--- src/rtl/sign_narrow.sv ---
// sign_narrow: 32-to-16-bit signed narrowing with wrap/saturate, overflow flag,
// 2-entry output buffer and a sticky saturating overflow counter.
module sign_narrow (
   input  logic        clk,
   input  logic        reset_n,
   input  logic        in_valid,
   output logic        in_ready,
   input  logic [31:0] Din,
   input  logic        sat_mode,
   output logic        out_valid,
   input  logic        out_ready,
   output logic [15:0] Dout,
   output logic        ovf,
   output logic [7:0]  ovf_cnt,
   input  logic        ovf_clr
);
   logic [1:0][16:0] mem_q, mem_d;
   logic             wr_ptr_q, wr_ptr_d;
   logic             rd_ptr_q, rd_ptr_d;
   logic [1:0]       occ_q, occ_d;
   logic             live_q, live_d;
   logic [7:0]       cnt_q, cnt_d;
   logic             repr, push, pop, bump;
   logic [15:0]      res;
   // live_q keeps in_ready low for the cycle after a reset edge
   assign in_ready  = live_q & (occ_q != 2'd2);
   assign out_valid = occ_q != 2'd0;
   assign {Dout, ovf} = mem_q[rd_ptr_q];
   assign ovf_cnt   = cnt_q;
   always_comb begin
      repr     = (&Din[31:15]) | ~(|Din[31:15]);
      res      = (sat_mode & ~repr) ? (Din[31] ? 16'h8000 : 16'h7fff) : Din[15:0];
      push     = in_valid & in_ready;
      pop      = out_valid & out_ready;
      bump     = push & ~repr;
      mem_d    = mem_q;
      if (push) mem_d[wr_ptr_q] = {res, ~repr};
      wr_ptr_d = wr_ptr_q ^ push;
      rd_ptr_d = rd_ptr_q ^ pop;
      occ_d    = occ_q + {1'b0, push} - {1'b0, pop};
      live_d   = 1'b1;
      cnt_d    = ovf_clr ? {7'd0, bump} : cnt_q + {7'd0, bump & (cnt_q != 8'hff)};
   end
   always_ff @(posedge clk) begin
      if (!reset_n) begin
         mem_q    <= '0;
         wr_ptr_q <= 1'b0;
         rd_ptr_q <= 1'b0;
         occ_q    <= 2'd0;
         live_q   <= 1'b0;
         cnt_q    <= 8'd0;
      end else begin
         mem_q    <= mem_d;
         wr_ptr_q <= wr_ptr_d;
         rd_ptr_q <= rd_ptr_d;
         occ_q    <= occ_d;
         live_q   <= live_d;
         cnt_q    <= cnt_d;
      end
   end
endmodule

--- config.mk ---
export PLATFORM = sky130hd
export DESIGN_NAME = sign_narrow
export DESIGN_NICKNAME = d
export VERILOG_FILES = /design/src/rtl/sign_narrow.sv
export SDC_FILE = /design/constraint.sdc
export NUM_CORES = 1
export LEC_CHECK = 0
export CAP_MARGIN = 10
export CORE_ASPECT_RATIO = 1.1
export CORE_MARGIN = 1.5
export CORE_UTILIZATION = 47
export DETAILED_ROUTE_END_ITERATION = 10
export GPL_TIMING_DRIVEN = 0
export PLACE_DENSITY_LB_ADDON = 0.15
export REMOVE_ABC_BUFFERS = 1
export SLEW_MARGIN = 15
export SYNTH_ARGS = -nofsm -noshare
export SYNTH_HDL_FRONTEND = slang
export SYNTH_SLANG_ARGS = --single-unit
--- constraint.sdc ---
create_clock -name clk -period 2.5 [get_ports clk]
set_input_delay 0.25 -clock clk [delete_from_list [all_inputs] [get_ports clk]]
set_output_delay 0.25 -clock clk [all_outputs]
set_load 0.03 [all_outputs]
==> flow_summary.json, run 1 <==
{
  "clock-skew-final_ns": 0.00633,
  "post_synth_mux_area_share": 0.0877,
  "ys.flop_type": "dfxtp_1",
  "wl_per_cell_um": 15.0,
  "synth-compound-area-share": 0.237,
  "cts_tree": "yes",
  "htreeDepth": 2,
  "critPathKind": "in2reg",
  "grt_pass1_wl_mm": 8.32,
  "gp_congestion": 0.768,
  "required_ns": 2.69,
  "routed_wl_mm": 5.26,
  "crit_slowest_cell": "clkdlybuf4s50_1",
  "hpwl_mm": 3.53,
  "synth_top_family_by_area": "compound AO/OA/AOI/OAI gates",
  "final_area_mm2": 0.00294,
  "routed_via_density": 5.65,
  "die_area_mm2": 0.00506,
  "fin_setup_tns_ns": 0,
  "layout_setup_ws_ns": 0.246,
  "clk_path_buf_depth": 2,
  "tightestPinTransition_ns": 0.681,
  "rsz0062_at_grt": "no",
  "yosys_warnings": 0,
  "ys_types": 30,
  "critPathBufInv": 2,
  "worstPathArrival_ns": 2.45,
  "antenna_found_initial": 0,
  "yosysTopAreaCell": "dfxtp_1",
  "cts-buffers-inserted": 5,
  "finalCoreUtilization": 0.671,
  "powerDensity_mw_per_mm2": 662,
  "synth-adder-area-share": 0.0344,
  "setup_violations": 0,
  "final-seq-area_um2": 942,
  "floorplan.initialDensity": 0.499,
  "cp-end-kind": "flop",
  "syn-cell-area_mm2": 0.00218,
  "root_buffer": "clkbuf_8",
  "drt_iter0_markers": 75,
  "slew_violations": 0,
  "areaGrowthSynthToFinish_pct": 34.6,
  "place_area_mm2": 0.00282,
  "grt_max_degree": 43,
  "synthXorXnorAreaFrac": 0.0281,
  "synthTopCellsByArea": "dfxtp_1 43%, mux2_2 8.8%, o21ai_0 7.8%, a21oi_1 7.3%, o31ai_1 5.5%",
  "fin_crit_sh": 0.902,
  "antenna_left": 0,
  "place.port_buffers": 64,
  "hp-class": "in2reg",
  "vias": 1977,
  "grt_pass1_vias": 1786,
  "synth_simple_gate_area_frac": 0.127,
  "firstDrtPassIters": 4,
  "hold_buffers": 0,
  "grt_util_all_layers": 0.216,
  "power_leakage_uw": 0.00114,
  "dp_slack_ns": -0.433,
  "syn_avg_cell_area_um2": 9.33,
  "synthArstFlopShare": 0,
  "nets": 339,
  "synth_enable_flop_cells": 0,
  "worstPathCellList": "clkdlybuf4s50_1 > nor4_1 > nand4_1 > nor4_4 > buf_4 > nor4_1 > ha_1 > ha_1 > nand3_1 > xor2_1 > nor2_1",
  "clock-sinks": 47,
  "drive_gt1_frac": 0.132,
  "cp_max_fo": 7,
  "synthTopCellsByCount": "47 x dfxtp_1, 34 x o21ai_0, 32 x a21oi_1, 17 x mux2_2, 16 x o31ai_1",
  "peakVddDrop_v": 0.000383,
  "fillers": 378,
  "core_mm2": 0.00438,
  "io_pins": 65,
  "die_x_um": 68.0,
  "start_kind": "primary input",
  "slew_headroom": 0.546,
  "critical_path.max_stage_delay_ns": 0.46,
  "num_rows": 25,
  "drc_errors": 0,
  "max_freq_mhz": 444,
  "syn_inst": 234,
  "period_needed_ns": 2.25,
  "fp.dieH_um": 74.5,
  "overflow": 0,
  "path_clk_slew_ns": 0.09,
  "cp_top_family": "simple AND/OR/NAND/NOR gates",
  "diodes": 0,
  "ys_seq_elements": 47,
  "multi_input_area_mm2": 0.00112,
  "finalHoldViolCount": 0,
  "yosysTopAreaCellShare": 0.431,
  "outcome": "finished clean",
  "ys_seq_area_frac": 0.431,
  "yosysMostFrequentCell": "dfxtp_1",
  "hold_ws_ns": 0.400,
  "clk_latency_ns": 0.30,
  "maxCapViolCount": 0
}
[final timing paths]
kind	startpoint	slack (ns)	depth (start not counted)	to
max	Din[15]	0.25	11	ovf_cnt[4]
min	reset_n	0.40	1	live_q
max reg2reg	occ_q[0]	0.29	7	mem_q[7]
min reg2reg	ovf_cnt[7]	0.51	2	ovf_cnt[7]
[metrics by stage]
step                      instances  total power, uW
after floorplan                 217             1270
after global placement          335             1520
after detailed placement        337             1520
after CTS                       346             1960
after global routing            350             2040
final                           350             1940
[timing repair]
item | in CTS | in global routing
endpoints found under the hold margin | 0 | 0
buffers inserted | 1 | 4
pin swaps | 1 | 1
setup endpoints to repair | 5 | 39
gates resized for setup | 0 | 1
[sequential cells by signal, summed over array words and instances (netlist names)]
register,count
rd_ptr_q,1
occ_q,2
mem_q,34
wr_ptr_q,1
ovf_cnt,8
live_q,1
[kinds of logic (layout without fill, tap and decap cells)]
| family | after synthesis | after routing |
|---|---|---|
| xor+xnor | 7 | 7 |
| flops | 47 | 47 |
| simple gates | 44 | 44 |
| compound gates | 90 | 90 |
| mux | 17 | 17 |
| buf+inv | 23 | 85 |
| fa+ha+maj | 6 | 6 |
[power breakdown]
| part | total, uW | switching [uW] | leakage [uW] | internal [uW] |
|---|---|---|---|---|
| Combinational | 606 | 300 | 0.000711 | 307 |
| Sequential | 896 | 70.4 | 0.000384 | 826 |
| Clock | 442 | 251 | 0.0000477 | 192 |
| Total | 1940 | 621 | 0.00114 | 1320 |
[layer usage]
metal,global-route usage,wire length [um]
met4,0.0711,61
met1,0.276,2340
met2,0.367,2590
met3,0.0393,270
met5,0,0
[worst reg2reg max path: stages (launching register included)]
cell	delay, ns
dfxtp_1	0.34
inv_1	0.04
a21boi_0	0.23
nand2_1	0.16
inv_1	0.11
ha_1	0.60
o41a_2	0.49
a21oi_1	0.12
[layout by cell type, fill, tap and decap left out, types with 6 or more instances in the layout]
cell / n
mux2_2: 17
o21ai_0: 34
nor2_1: 6
clkdlybuf4s50_1: 63
o31ai_1: 16
ha_1: 6
a21oi_1: 32
dfxtp_1: 46
[area by class of cell]
cell class              instances  area share
clock buffers                   5      0.0234
well taps                      54      0.0230
repair buffers                 71       0.238
flip-flops and latches         47       0.321
clock inverters                 3     0.00511
inverters                       6     0.00767
multi-input cells             164       0.382
No activity file was read; power rests on OpenSTA's default activity.
==> run 2: changes to the inputs <==
--- a/config.mk
+++ b/config.mk
@@ -11,7 +11,7 @@
 export CORE_UTILIZATION = 47
 export DETAILED_ROUTE_END_ITERATION = 10
 export GPL_TIMING_DRIVEN = 0
-export PLACE_DENSITY_LB_ADDON = 0.15
+export PLACE_DENSITY = 0.8
 export REMOVE_ABC_BUFFERS = 1
 export SLEW_MARGIN = 15
 export SYNTH_ARGS = -nofsm -noshare
==> flow_summary.json, run 2 (synthesis gave the netlist of run 1 again) <==
{
  "drt_iter0_markers": 81,
  "fin_crit_sh": 0.901,
  "clock-skew-final_ns": 0.00670,
  "outcome": "finished clean",
  "cts-buffers-inserted": 5,
  "antenna_found_initial": 0,
  "root_buffer": "clkbuf_8",
  "core_mm2": 0.00438,
  "critPathKind": "in2reg",
  "antenna_left": 0,
  "required_ns": 2.69,
  "cp_max_fo": 3,
  "slew_violations": 0,
  "finalCoreUtilization": 0.671,
  "slew_headroom": 0.503,
  "grt_pass1_wl_mm": 9.18,
  "dp_slack_ns": -0.698,
  "path_clk_slew_ns": 0.08,
  "gp_congestion": 0.687,
  "grt_util_all_layers": 0.239,
  "drive_gt1_frac": 0.119,
  "clock-sinks": 47,
  "io_pins": 65,
  "fin_cells": 348,
  "finalHoldViolCount": 0,
  "start_kind": "primary input",
  "layout_common_cells": "63 x clkdlybuf4s50_1, 46 x dfxtp_1, 34 x o21ai_0",
  "powerDensity_mw_per_mm2": 666,
  "met1_usage": 0.306,
  "grt_max_degree": 43,
  "final_area_mm2": 0.00294,
  "fp.dieH_um": 74.5,
  "top_register": "mem_q",
  "tightestPinTransition_ns": 0.740,
  "diodes": 0,
  "maxCapViolCount": 0,
  "max_freq_mhz": 444,
  "period_needed_ns": 2.25,
  "drc_errors": 0,
  "wl_per_cell_um": 16.2,
  "die_x_um": 68.0,
  "rsz0062_at_grt": "no",
  "hp-class": "in2reg",
  "fillers": 388,
  "routed_via_density": 5.74,
  "power_leakage_uw": 0.00113,
  "worstPathArrival_ns": 2.44,
  "nets": 337,
  "largest_register_ffs": 34,
  "clk_path_buf_depth": 2,
  "grt_pass1_vias": 1986,
  "dp.cells": 335,
  "use_met3": 0.0424,
  "num_rows": 25,
  "cp_top_family": "simple AND/OR/NAND/NOR gates",
  "critPathBufInv": 1,
  "areaGrowthSynthToFinish_pct": 34.5,
  "hpwl_mm": 3.39,
  "worstPathCellList": "clkdlybuf4s50_1 > nand3_1 > nor4_4 > nor4_1 > ha_1 > ha_1 > nand3_1 > xor2_1 > nor2_1",
  "firstDrtPassIters": 5,
  "htreeDepth": 2,
  "critical_path.max_stage_delay_ns": 0.63,
  "place.port_buffers": 64,
  "crit_slowest_cell": "clkdlybuf4s50_1",
  "layout_setup_ws_ns": 0.247,
  "setup_violations": 0,
  "routed_wl_mm": 5.64,
  "clk_latency_ns": 0.30,
  "total_power_uw": 1950,
  "met2_usage": 0.394,
  "die_area_mm2": 0.00506,
  "overflow": 0,
  "vias": 1998,
  "cts_tree": "yes",
  "floorplan.initialDensity": 0.499,
  "cp-end-kind": "flop",
  "layout_commonest_cell": "clkdlybuf4s50_1",
  "peakVddDrop_v": 0.000366,
  "place_area_mm2": 0.00279,
  "grt_busiest_layer": "met2"
}
-- run 2: final cells by class --
cell class	count	area (um^2)	share of cell area
Clock buffer	7	76.3	0.0260
Clock inverter	1	5.00	0.00170
Inverter	6	22.5	0.00767
Multi-Input combinational cell	166	1160	0.397
Sequential cell	47	942	0.321
Tap cell	54	67.6	0.0230
Timing Repair Buffer	67	658	0.224
-- run 2: final timing paths --
check | from | to | slack [ns] | cells past startpoint
worst min-delay path | reset_n | live_q | 0.39 | 1
worst max-delay path | Din[27] | ovf_cnt[6] | 0.25 | 9
worst min register to register | ovf_cnt[5] | ovf_cnt[5] | 0.51 | 2
worst max register to register | occ_q[0] | mem_q[22] | 0.27 | 7
-- run 2: power breakdown --
| group | internal [uW] | switching [uW] | leakage, uW |
|---|---|---|---|
| Clock | 197 | 244 | 0.0000422 |
| Sequential | 826 | 76.3 | 0.000384 |
| Combinational | 307 | 305 | 0.000701 |
| Total | 1330 | 625 | 0.00113 |
-- run 2: routing by layer --
| layer | share of wire | up-vias | routed length, um |
|---|---|---|---|
| li1 | - | 989 | - |
| met2 | 0.49 | 76 | 2770 |
| met1 | 0.43 | 923 | 2430 |
| met5 | 0 | - | 0 |
| met4 | 0.018 | 0 | 100 |
| met3 | 0.059 | 10 | 333 |
-- run 2: stage by stage --
step	hold WS, ns	TNS [ns]
global placement	0.485	-15.84
finish	0.390	0
global route	0.425	0
floorplan	0.278	-0.0490
CTS	0.516	0
detailed placement	0.501	-16.23
-- run 2: what timing repair did --
action	CTS	global route
pin swaps	2	1
gates resized for setup	1	0
cloned	2	0
hold buffers	0	0
setup endpoints to repair	39	2
setup buffers	2	1
-- run 2: worst register-to-register path: cells and delay by family, from the launching register on --
kind / cells / cell delay [ns]
AO/OA/AOI/OAI: 3 / 0.82
adder cells (fa/ha/maj): 1 / 0.61
buffers and inverters: 2 / 0.15
flip-flops: 1 / 0.36
AND/OR/NAND/NOR: 1 / 0.15
==> RTL change: new RTL, flow settings as in run 2 <==
Put one more register stage on the output `ovf_cnt`. The value now appears one clock later. The other outputs are not delayed to match.
--- a/src/rtl/sign_narrow.sv
+++ b/src/rtl/sign_narrow.sv
@@ -26,7 +26,9 @@
    assign in_ready  = live_q & (occ_q != 2'd2);
    assign out_valid = occ_q != 2'd0;
    assign {Dout, ovf} = mem_q[rd_ptr_q];
-   assign ovf_cnt   = cnt_q;
+   always_ff @(posedge clk) begin
+      ovf_cnt <= cnt_q;
+   end
    always_comb begin
       repr     = (&Din[31:15]) | ~(|Din[31:15]);
       res      = (sat_mode & ~repr) ? (Din[31] ? 16'h8000 : 16'h7fff) : Din[15:0];
Behaviour: not the same (a bounded check fails within 4 cycles, from zero or initial values and one cycle with reset_n low).
==> RTL change against run 2 <==
  * Register-to-register slack hardly changed
  * Cell area increased by 6.3%
  * Via count is 5.3% higher
  * Total power is 11% higher
  * Setup slack lost 0.15 ns
  * Largest cell class unchanged
  * Routed wire length grew 5.6%
  * Count of clock-buffer cells in the layout is 2 lower
  * Worst hold slack worse by 0.010 ns
  * Sequential cell count grew 8
  * Sequential share of layout area up 3.2 points
  * Area after synthesis up 7.4%
==> RTL change: results (changes against run 2) <==
Met2 usage: 35.3% (-4.1 points)
Clock skew: 0.00716 ns (+0.000463 ns)
Tot GR Track Use: 22.3% (-1.6 points)
First-pass GRT wire length: 9650 um (+5.2%)
GPL Wtd Cong: 0.684 (-0.47%)
Post-synthesis sequential area ratio: 47.0% (+3.9 points)
Adder-cell share of the synthesized area: 3.20% (-0.24 points)
Worst path arrival time: 2.62 ns (+0.18 ns)
Synth Area in Compound Gates: 22.1% (-1.6 points)
Vias in the first global route: 2011 (+1.3%)
Count of cell types in the netlist: 32 (+6.7%)
Worst-Skew Late Latency: 0.32 ns (+0.02 ns)
Wire per inst: 16.6 um (+2.6%)
Top post-synthesis cells by count: dfxtp_1, o21ai_0, a21oi_1
Reg-to-Reg End: cnt_q[6]
Max VDD drop: 0.457 mV (+25%)
Post-Synth XOR/XNOR Area: 2.99% (+0.18 points)
Clock Pin Slew Worst Setup and Hold Paths: 0.10 ns (+0.02 ns)
Dpl hpwl: 3410 um (+0.50%)
Worst-margin pin slew: 0.751 ns (+0.0117 ns)
DRT iter0 DRCs: 92 (+14%)
Met3 Use GR: 4.73% (+0.49 points)
# nets final: 345 (+2.4%)
Fill count: 393 (+1.3%)
Final core utilization: 66.2% (-0.85 points)
Vias per cell: 5.88 (+2.4%)
Largest cells by area after synthesis: dfxtp_1, mux2_2, o21ai_0
Drt first pass iters: 4 (-1)
Worst hold slack: 0.380 ns (-0.0101 ns)
Status: finished clean
RTL change: area by class of cell:
type	instances	share of cell area, %
Clock buffer	5	2.20
Sequential cell	55	35.3
Clock inverter	3	0.721
Timing Repair Buffer	67	21.2
Inverter	6	0.721
Multi-Input combinational cell	166	37.7
Tap cell	56	2.24
RTL change: worst max path at each step:
stage                         from  slack (ns)  endpoint
after floorplan           occ_q[0]       -0.28  cnt_q[6]
after global placement     Din[15]       -0.86  cnt_q[6]
after detailed placement   Din[15]       -0.92  cnt_q[6]
after CTS                  Din[15]        0.03  cnt_q[6]
after global routing       Din[20]       0.006  cnt_q[6]
final                      Din[29]         0.1  cnt_q[6]
RTL change: report_power, final:
part           internal, mW  switching [mW]
clock                 0.203           0.305
sequential            0.955          0.0751
combinational         0.310           0.313
total                  1.47           0.693
RTL change: through the flow:
stage / setup TNS [ns] / setup WS, ns / power [mW] / std cells
after floorplan: -0.745 / -0.281 / 1.40 / 225
after global placement: -17.23 / -0.860 / 1.65 / 345
after detailed placement: -19.75 / -0.922 / 1.66 / 345
after CTS: 0 / 0.0341 / 2.16 / 358
after global routing: 0 / 0.00553 / 2.26 / 358
final: 0 / 0.0952 / 2.16 / 358
RTL change: layer usage:
| layer | up-vias | share of wire (%) |
|---|---|---|
| met5 | - | 0 |
| met4 | 0 | 2.5 |
| met3 | 16 | 8.4 |
| met2 | 105 | 47 |
| met1 | 973 | 42 |
| li1 | 1010 | - |
RTL change: timing repair:
item / 4_1_cts / 5_1_grt
resized for setup: 1 / 5
pin swaps: 3 / 2
cloned: 2 / 0
setup buffers: 3 / 0
endpoints found under the setup margin: 53 / 30
